--- src/rtl/mem_bus_arbiter_pkg.sv ---
// Shared types and constants for the two-master native memory bus arbiter.
// Grant encodings double as the one-hot grant output value.
package mem_bus_pkg;

  localparam logic [0:0] ST_IDLE = 1'b0;
  localparam logic [0:0] ST_BUSY = 1'b1;

  typedef enum logic [0:0] {
    IDLE = ST_IDLE,
    BUSY = ST_BUSY
  } state_e;

  localparam logic [1:0] GNT_NONE = 2'b00;
  localparam logic [1:0] GNT_M0   = 2'b01;
  localparam logic [1:0] GNT_M1   = 2'b10;

  localparam logic [31:0] DEFAULT_TIMEOUT_DATA = 32'hDEAD_BEEF;

  // Ties go to m0 under fixed priority, otherwise to whoever did not win last time.
  function automatic logic [1:0] pickWinner(input logic req0, input logic req1,
                                            input logic [1:0] lastGrant,
                                            input logic fixedPrio);
    if (req0 && !req1) return GNT_M0;
    if (req1 && !req0) return GNT_M1;
    if (!req0) return GNT_NONE;
    if (fixedPrio || (lastGrant == GNT_M1)) return GNT_M0;
    return GNT_M1;
  endfunction

endpackage

--- src/rtl/mem_bus_arbiter_if.sv ---
// picorv32-style native memory bus: master drives the request, slave answers.
interface mem_bus_arbiter_if;

  logic        valid;
  logic        ready;
  logic [31:0] addr;
  logic [31:0] wdata;
  logic [3:0]  wstrb;
  logic [31:0] rdata;

  modport master (output valid, output addr, output wdata, output wstrb,
                  input ready, input rdata);

  modport slave (input valid, input addr, input wdata, input wstrb,
                 output ready, output rdata);

endinterface

--- src/rtl/mem_arb_timer.sv ---
// Bus watchdog counter: cleared when a transaction starts, counts stalled BUSY cycles.
module mem_arb_timer #(
  parameter int TIMEOUT = 255
) (
  input  logic clk,
  input  logic rst,
  input  logic clear_i,
  input  logic enable_i,
  output logic expire_o
);

  localparam int W = (TIMEOUT > 0) ? $clog2(TIMEOUT + 1) : 1;
  localparam logic [W-1:0] LIMIT = W'(TIMEOUT);

  logic [W-1:0] count_q, count_d;

  // Saturates at the limit so a lingering enable can never wrap back to zero.
  always_comb begin
    count_d = count_q;
    if (clear_i) begin
      count_d = '0;
    end else if (enable_i && (count_q != LIMIT)) begin
      count_d = count_q + 1'b1;
    end
  end

  always_ff @(posedge clk) begin
    if (rst) begin
      count_q <= '0;
    end else begin
      count_q <= count_d;
    end
  end

  assign expire_o = (TIMEOUT != 0) && (count_q == LIMIT);

endmodule

--- src/rtl/mem_bus_arbiter.sv ---
// Two-master, one-slave arbiter for the native memory bus, with a grant held
// per transaction, a forced IDLE turnaround and a hung-slave watchdog.
module mem_bus_arbiter
  import mem_bus_pkg::*;
#(
  parameter int          FIXED_PRIO   = 0,
  parameter int          TIMEOUT      = 255,
  parameter logic [31:0] TIMEOUT_DATA = DEFAULT_TIMEOUT_DATA
) (
  input  logic               clk,
  input  logic               rst,
  mem_bus_arbiter_if.slave   m0,
  mem_bus_arbiter_if.slave   m1,
  mem_bus_arbiter_if.master  s,
  output logic [1:0]         grant_o,
  output logic               busy_o,
  output logic               err_o
);

  logic [0:0]  state_q, state_d;
  logic [1:0]  grant_q, grant_d;
  logic [1:0]  lastGrant_q, lastGrant_d;
  logic [1:0]  winner;
  logic        busyNow;
  logic        startTx;
  logic        timerExpire;
  logic        timeoutHit;
  logic        done;
  logic        gValid;
  logic [31:0] gAddr;
  logic [31:0] gWdata;
  logic [3:0]  gWstrb;

  always_comb begin
    gValid = 1'b0;
    gAddr  = '0;
    gWdata = '0;
    gWstrb = '0;
    case (grant_q)
      GNT_M0: begin
        gValid = m0.valid;
        gAddr  = m0.addr;
        gWdata = m0.wdata;
        gWstrb = m0.wstrb;
      end
      GNT_M1: begin
        gValid = m1.valid;
        gAddr  = m1.addr;
        gWdata = m1.wdata;
        gWstrb = m1.wstrb;
      end
      default: ;
    endcase
  end

  assign busyNow    = (state_q == ST_BUSY);
  assign startTx    = (state_q == ST_IDLE) && (m0.valid || m1.valid);
  assign winner     = pickWinner(m0.valid, m1.valid, lastGrant_q, FIXED_PRIO != 0);
  // A real s_ready on the expiry cycle takes precedence over the forced completion.
  assign timeoutHit = busyNow && gValid && !s.ready && timerExpire;
  assign done       = busyNow && (s.ready || timeoutHit);

  always_comb begin
    state_d     = state_q;
    grant_d     = grant_q;
    lastGrant_d = lastGrant_q;
    case (state_q)
      ST_IDLE: begin
        if (startTx) begin
          state_d     = ST_BUSY;
          grant_d     = winner;
          lastGrant_d = winner;
        end
      end
      default: begin
        if (done || !gValid) begin
          state_d = ST_IDLE;
          grant_d = GNT_NONE;
        end
      end
    endcase
  end

  always_ff @(posedge clk) begin
    if (rst) begin
      state_q     <= ST_IDLE;
      grant_q     <= GNT_NONE;
      lastGrant_q <= GNT_M1;
    end else begin
      state_q     <= state_d;
      grant_q     <= grant_d;
      lastGrant_q <= lastGrant_d;
    end
  end

  mem_arb_timer #(
    .TIMEOUT(TIMEOUT)
  ) u_timer (
    .clk      (clk),
    .rst      (rst),
    .clear_i  (startTx),
    .enable_i (busyNow && !s.ready),
    .expire_o (timerExpire)
  );

  assign s.valid = busyNow;
  assign s.addr  = gAddr;
  assign s.wdata = gWdata;
  assign s.wstrb = busyNow ? gWstrb : 4'b0000;

  assign m0.ready = done && (grant_q == GNT_M0);
  assign m1.ready = done && (grant_q == GNT_M1);
  assign m0.rdata = (timeoutHit && (grant_q == GNT_M0)) ? TIMEOUT_DATA : s.rdata;
  assign m1.rdata = (timeoutHit && (grant_q == GNT_M1)) ? TIMEOUT_DATA : s.rdata;

  assign grant_o = grant_q;
  assign busy_o  = busyNow;
  assign err_o   = timeoutHit;

endmodule

--- src/flat_wrapper.sv ---
// flat-port wrapper written by rule: the top's interface ports become plain ports
module mem_bus_arbiter_flat import mem_bus_pkg::*;
#(
  parameter int          FIXED_PRIO   = 0,
  parameter int          TIMEOUT      = 255,
  parameter logic [31:0] TIMEOUT_DATA = DEFAULT_TIMEOUT_DATA
)
  (clk, rst, grant_o, busy_o, err_o, m0_valid, m0_addr, m0_wdata, m0_wstrb, m0_ready, m0_rdata, m1_valid, m1_addr, m1_wdata, m1_wstrb, m1_ready, m1_rdata, s_valid, s_addr, s_wdata, s_wstrb, s_ready, s_rdata);
  mem_bus_arbiter_if m0_i ();
  mem_bus_arbiter_if m1_i ();
  mem_bus_arbiter_if s_i ();
  input  logic clk;
  input  logic rst;
  output logic [1:0] grant_o;
  output logic busy_o;
  output logic err_o;
  input wire logic [$bits(m0_i.valid)-1:0] m0_valid;
  input wire logic [$bits(m0_i.addr)-1:0] m0_addr;
  input wire logic [$bits(m0_i.wdata)-1:0] m0_wdata;
  input wire logic [$bits(m0_i.wstrb)-1:0] m0_wstrb;
  output wire logic [$bits(m0_i.ready)-1:0] m0_ready;
  output wire logic [$bits(m0_i.rdata)-1:0] m0_rdata;
  input wire logic [$bits(m1_i.valid)-1:0] m1_valid;
  input wire logic [$bits(m1_i.addr)-1:0] m1_addr;
  input wire logic [$bits(m1_i.wdata)-1:0] m1_wdata;
  input wire logic [$bits(m1_i.wstrb)-1:0] m1_wstrb;
  output wire logic [$bits(m1_i.ready)-1:0] m1_ready;
  output wire logic [$bits(m1_i.rdata)-1:0] m1_rdata;
  output wire logic [$bits(s_i.valid)-1:0] s_valid;
  output wire logic [$bits(s_i.addr)-1:0] s_addr;
  output wire logic [$bits(s_i.wdata)-1:0] s_wdata;
  output wire logic [$bits(s_i.wstrb)-1:0] s_wstrb;
  input wire logic [$bits(s_i.ready)-1:0] s_ready;
  input wire logic [$bits(s_i.rdata)-1:0] s_rdata;
  assign m0_i.valid = m0_valid;
  assign m0_i.addr = m0_addr;
  assign m0_i.wdata = m0_wdata;
  assign m0_i.wstrb = m0_wstrb;
  assign m0_ready = m0_i.ready;
  assign m0_rdata = m0_i.rdata;
  assign m1_i.valid = m1_valid;
  assign m1_i.addr = m1_addr;
  assign m1_i.wdata = m1_wdata;
  assign m1_i.wstrb = m1_wstrb;
  assign m1_ready = m1_i.ready;
  assign m1_rdata = m1_i.rdata;
  assign s_valid = s_i.valid;
  assign s_addr = s_i.addr;
  assign s_wdata = s_i.wdata;
  assign s_wstrb = s_i.wstrb;
  assign s_i.ready = s_ready;
  assign s_i.rdata = s_rdata;
  mem_bus_arbiter #(.FIXED_PRIO(FIXED_PRIO), .TIMEOUT(TIMEOUT), .TIMEOUT_DATA(TIMEOUT_DATA)) u_core (.clk(clk), .rst(rst), .m0(m0_i), .m1(m1_i), .s(s_i), .grant_o(grant_o), .busy_o(busy_o), .err_o(err_o));
endmodule
--- config.mk ---
export PLATFORM = sky130hd
export DESIGN_NAME = mem_bus_arbiter_flat
export DESIGN_NICKNAME = d
export VERILOG_FILES = /design/src/rtl/mem_bus_arbiter_pkg.sv /design/src/rtl/mem_bus_arbiter_if.sv /design/src/rtl/mem_arb_timer.sv /design/src/rtl/mem_bus_arbiter.sv /design/src/flat_wrapper.sv
export SDC_FILE = /design/constraint.sdc
export NUM_CORES = 1
export LEC_CHECK = 0
export ABC_AREA = 1
export BUFFER_PORTS_ARGS = -buffer_cell sky130_fd_sc_hd__buf_2
export CAP_MARGIN = 20
export CORE_AREA = 3 3 121 123
export CTS_CLUSTER_SIZE = 28
export DETAILED_ROUTE_END_ITERATION = 10
export DIE_AREA = 0 0 124 126
export HOLD_SLACK_MARGIN = 0.03
export PLACE_DENSITY = 0.48
export RECOVER_POWER = 25
export SLEW_MARGIN = 20
export SYNTH_ARGS = -nofsm -noshare
export SYNTH_HDL_FRONTEND = slang
export SYNTH_SLANG_ARGS = --single-unit
export TNS_END_PERCENT = 20
--- constraint.sdc ---
create_clock -name clk -period 1.65 [get_ports clk]
set_clock_uncertainty 0.15 [all_clocks]
set_input_delay 0.165 -clock clk [delete_from_list [all_inputs] [get_ports clk]]
set_output_delay 0.165 -clock clk [all_outputs]
set_load 0.1 [all_outputs]
==> results.toml <==
[run_status]
status = "complete, but fails checks"
violations = "negative setup slack"

[detailed_routing]
drt_first_iter_violations = 154
dr.pass1.iters = 4
vias_per_cell = 4.286
ant_nets = 0
wirelength_um = 14850
num_vias = 4033
drc = 0
drt-wirelength-per-cell_um = 15.78

[floorplan]
core_um2 = 13770
dieHeight_um = 126
die_w_um = 124
num_rows = 43
io_pins = 312
initial_core_util = 0.1523
dieArea_um2 = 15620

[synthesis]
yosys.area.top_type = "nand2_1"
synth_area_um2 = 2098
synth.most_common_cell = "nand2_1"
synth.yosys.seq_area_share = 0.1240
synthFlopType = "dfxtp_1"
yosysWarnings = 0
syn_nets = 607
synth_edf_count = 0
synth_top_cells_by_count = "nand2_1, a21oi_1, inv_1"
async_flop_share = 0
ys_seq_elements = 13
synth.avg_cell_area_um2 = 4.868
synthCells = 431
yosys-top-cells-area = "nand2_1, a21oi_1, dfxtp_1"
synth_top_area_share = 0.3739
synth.distinct_cells = 28

[placed_design]
port_buffers = 311
place_congestion = 0.8368
dp.final_hpwl_um = 12080
place_inst = 928

[clock_tree]
clk_latency_ns = 0.25
htreeDepth = 1
cts_tree = "built"
clock_path_buffers = 2
cts_made_buffers = 3
clkSinkCount = 13
cts-root-buf = "clkbuf_16"
path_clk_slew_ns = 0.04

[power]
ir_drop_uv = 372.4
p_sw_mw = 1.971
switching_share = 0.5477
p_per_area_nw_per_um2 = 476.6
p_leak_nw = 3.211
power.internal_mw = 1.628
seq_power_share = 0.094
power_frac_comb = 0.778
power_frac_clock = 0.129

[timing]
setup_ws_ns = -0.5317
tightestPinTransition_ns = 0.5594
report.final.slew_viol_count = 0
setup_viol = 137
hold_viol_final = 0
rsz0062_at_grt = "true"
setup_tns_ns = -62.00
period_share = 1.322
slew_headroom = 0.6286
min_period_ns = 2.182
fmaxAchievable_ghz = 0.4584

[worst_setup_path]
cp_data_required_time_ns = 1.33
critPathArrivalTime_ns = 1.87
start_kind = "flop"
cp_max_fo = 6
endpoint_kind = "primary output"
cpPeakStageDelay_ns = 0.35
crit_path_cell_trace = "inv_2, ha_4, nand2_2, nand2_2, nand3_4, nor3_4, buf_6, nand2_8, buf_16, nand2_8, buf_12"
cpMaxStageDelayCell = "dfxtp_4"
critPathKind = "reg2out"
crit_family = "buffers and inverters"
critPathBufInv = 4

[finish]
seq_area_um2 = 270.3
layout-drive-gt1-share = 0.6873
nNetsFinal = 938
area_growth_syn_to_layout_pct = 259.9
stdcell_count = 941
n_antenna_cell = 0
fillers = 1219
multi_input_area_um2 = 2618

[global_routing]
antenna_found_initial = 0
grt_pass1_vias = 4128
grt_pass1_wl_um = 22280
grt_usage = 0.1795
grt_max_degree = 70
overflow = 0

[worst_hold_path]
hp-class = "in2reg"

[run]
drv_cap = 0
## worst register-to-register path, stage by stage, from the launching register on
cell	delay (ns)
dfxtp_1	0.32
ha_1	0.15
inv_2	0.05
nor2_4	0.09
nand2_2	0.08
buf_6	0.14
o21ai_1	0.19
nand2_2	0.12
buf_4	0.15
nand3_1	0.06
a21oi_1	0.06
## placed cells by master, fill, tap and decap left out, types with 3 or more instances in the layout
cell       netlist  routed
nand2_1        209     157
a21oi_1         78       9
buf_4            3      25
nand2_2          3       6
xor2_1           3       3
nor3_1           4       3
inv_1           45      42
buf_16           0       9
buf_6            4       3
clkbuf_16        0       3
buf_2            2     174
buf_12           0     140
nand2_4          2       7
nand2_8          0      44
inv_2            4       4
dfxtp_1         13       9
a21oi_2          0      69
nor2_2           1      21
nand3_1          5       5
## worst paths after layout
path	start	to	slack, ns	cells past startpoint
setup / recovery	u_core.grant_o[1]	m0_rdata[13]	-0.53	11
hold / removal	m1_valid	u_core.grant_o[0]	0.13	4
setup reg to reg	u_core.u_timer.count_q[1]	u_core.grant_o[1]	-0.03	10
hold reg to reg	u_core.lastGrant_q[1]	u_core.lastGrant_q[1]	0.36	2
## cells by family after synthesis
family | Yosys count | share of synthesized area
DFF | 13 | 0.1240
xor gates and xnor gates | 4 | 0.01670
adders and majority gates | 3 | 0.01789
AOI/OAI and AO/OA | 82 | 0.1980
buffers and inverters | 77 | 0.1586
and+or+nand+nor | 252 | 0.4848
## area by class of cell
| type | instances | share of cell area |
|---|---|---|
| Timing Repair Buffer | 354 | 0.5513 |
| Multi-Input combinational cell | 341 | 0.3466 |
| Sequential cell | 13 | 0.03579 |
| Tap cell | 180 | 0.02983 |
| Inverter | 49 | 0.02601 |
| Clock buffer | 4 | 0.01044 |
## metrics by stage
stage	util	total power, mW	instance area (um2)	setup WS (ns)	hold slack, ns
6_report	0.5482	3.599	7551	-0.5317	0.1277
5_1_grt	0.5482	3.728	7551	-0.6474	0.1625
4_1_cts	0.5416	3.607	7460	-0.5525	0.1194
3_5_place_dp	0.5155	3.074	7101	-0.4220	0.2359
3_3_place_gp	0.5155	3.050	7101	-0.3845	0.2425
2_1_floorplan	-	2.031	3141	-1.402	0.07436
## power groups by stage
stage | clock (mW) | sequential, mW | combinational (mW)
after floorplan | 0 | 0.385 | 1.65
after detailed placement | 0 | 0.342 | 2.73
after CTS | 0.474 | 0.337 | 2.80
final | 0.463 | 0.338 | 2.80
after global placement | 0 | 0.340 | 2.71
after global routing | 0.481 | 0.338 | 2.91
## state kept, by name, indices dropped and copies added (netlist names)
| name | cells |
|---|---|
| u_core.busy_o | 1 |
| u_core.grant_o | 2 |
| u_core.lastGrant_q | 2 |
| u_core.u_timer.count_q | 8 |
## layer usage
metal	wire, um	global-route usage
met3	1170	0.03996
met1	5293	0.2005
met2	8015	0.3366
met4	367	0.04704
met5	0	0
## timing repair
item                                    in CTS  in global routing
resized for setup                           28                 21
pin swaps                                    7                  3
setup buffers                                1                  1
endpoints found under the setup margin     144                144
endpoints found under the hold margin        4                  0
cloned                                       6                  0
hold buffers                                 1                  0
(Power assumes the default switching activity.)
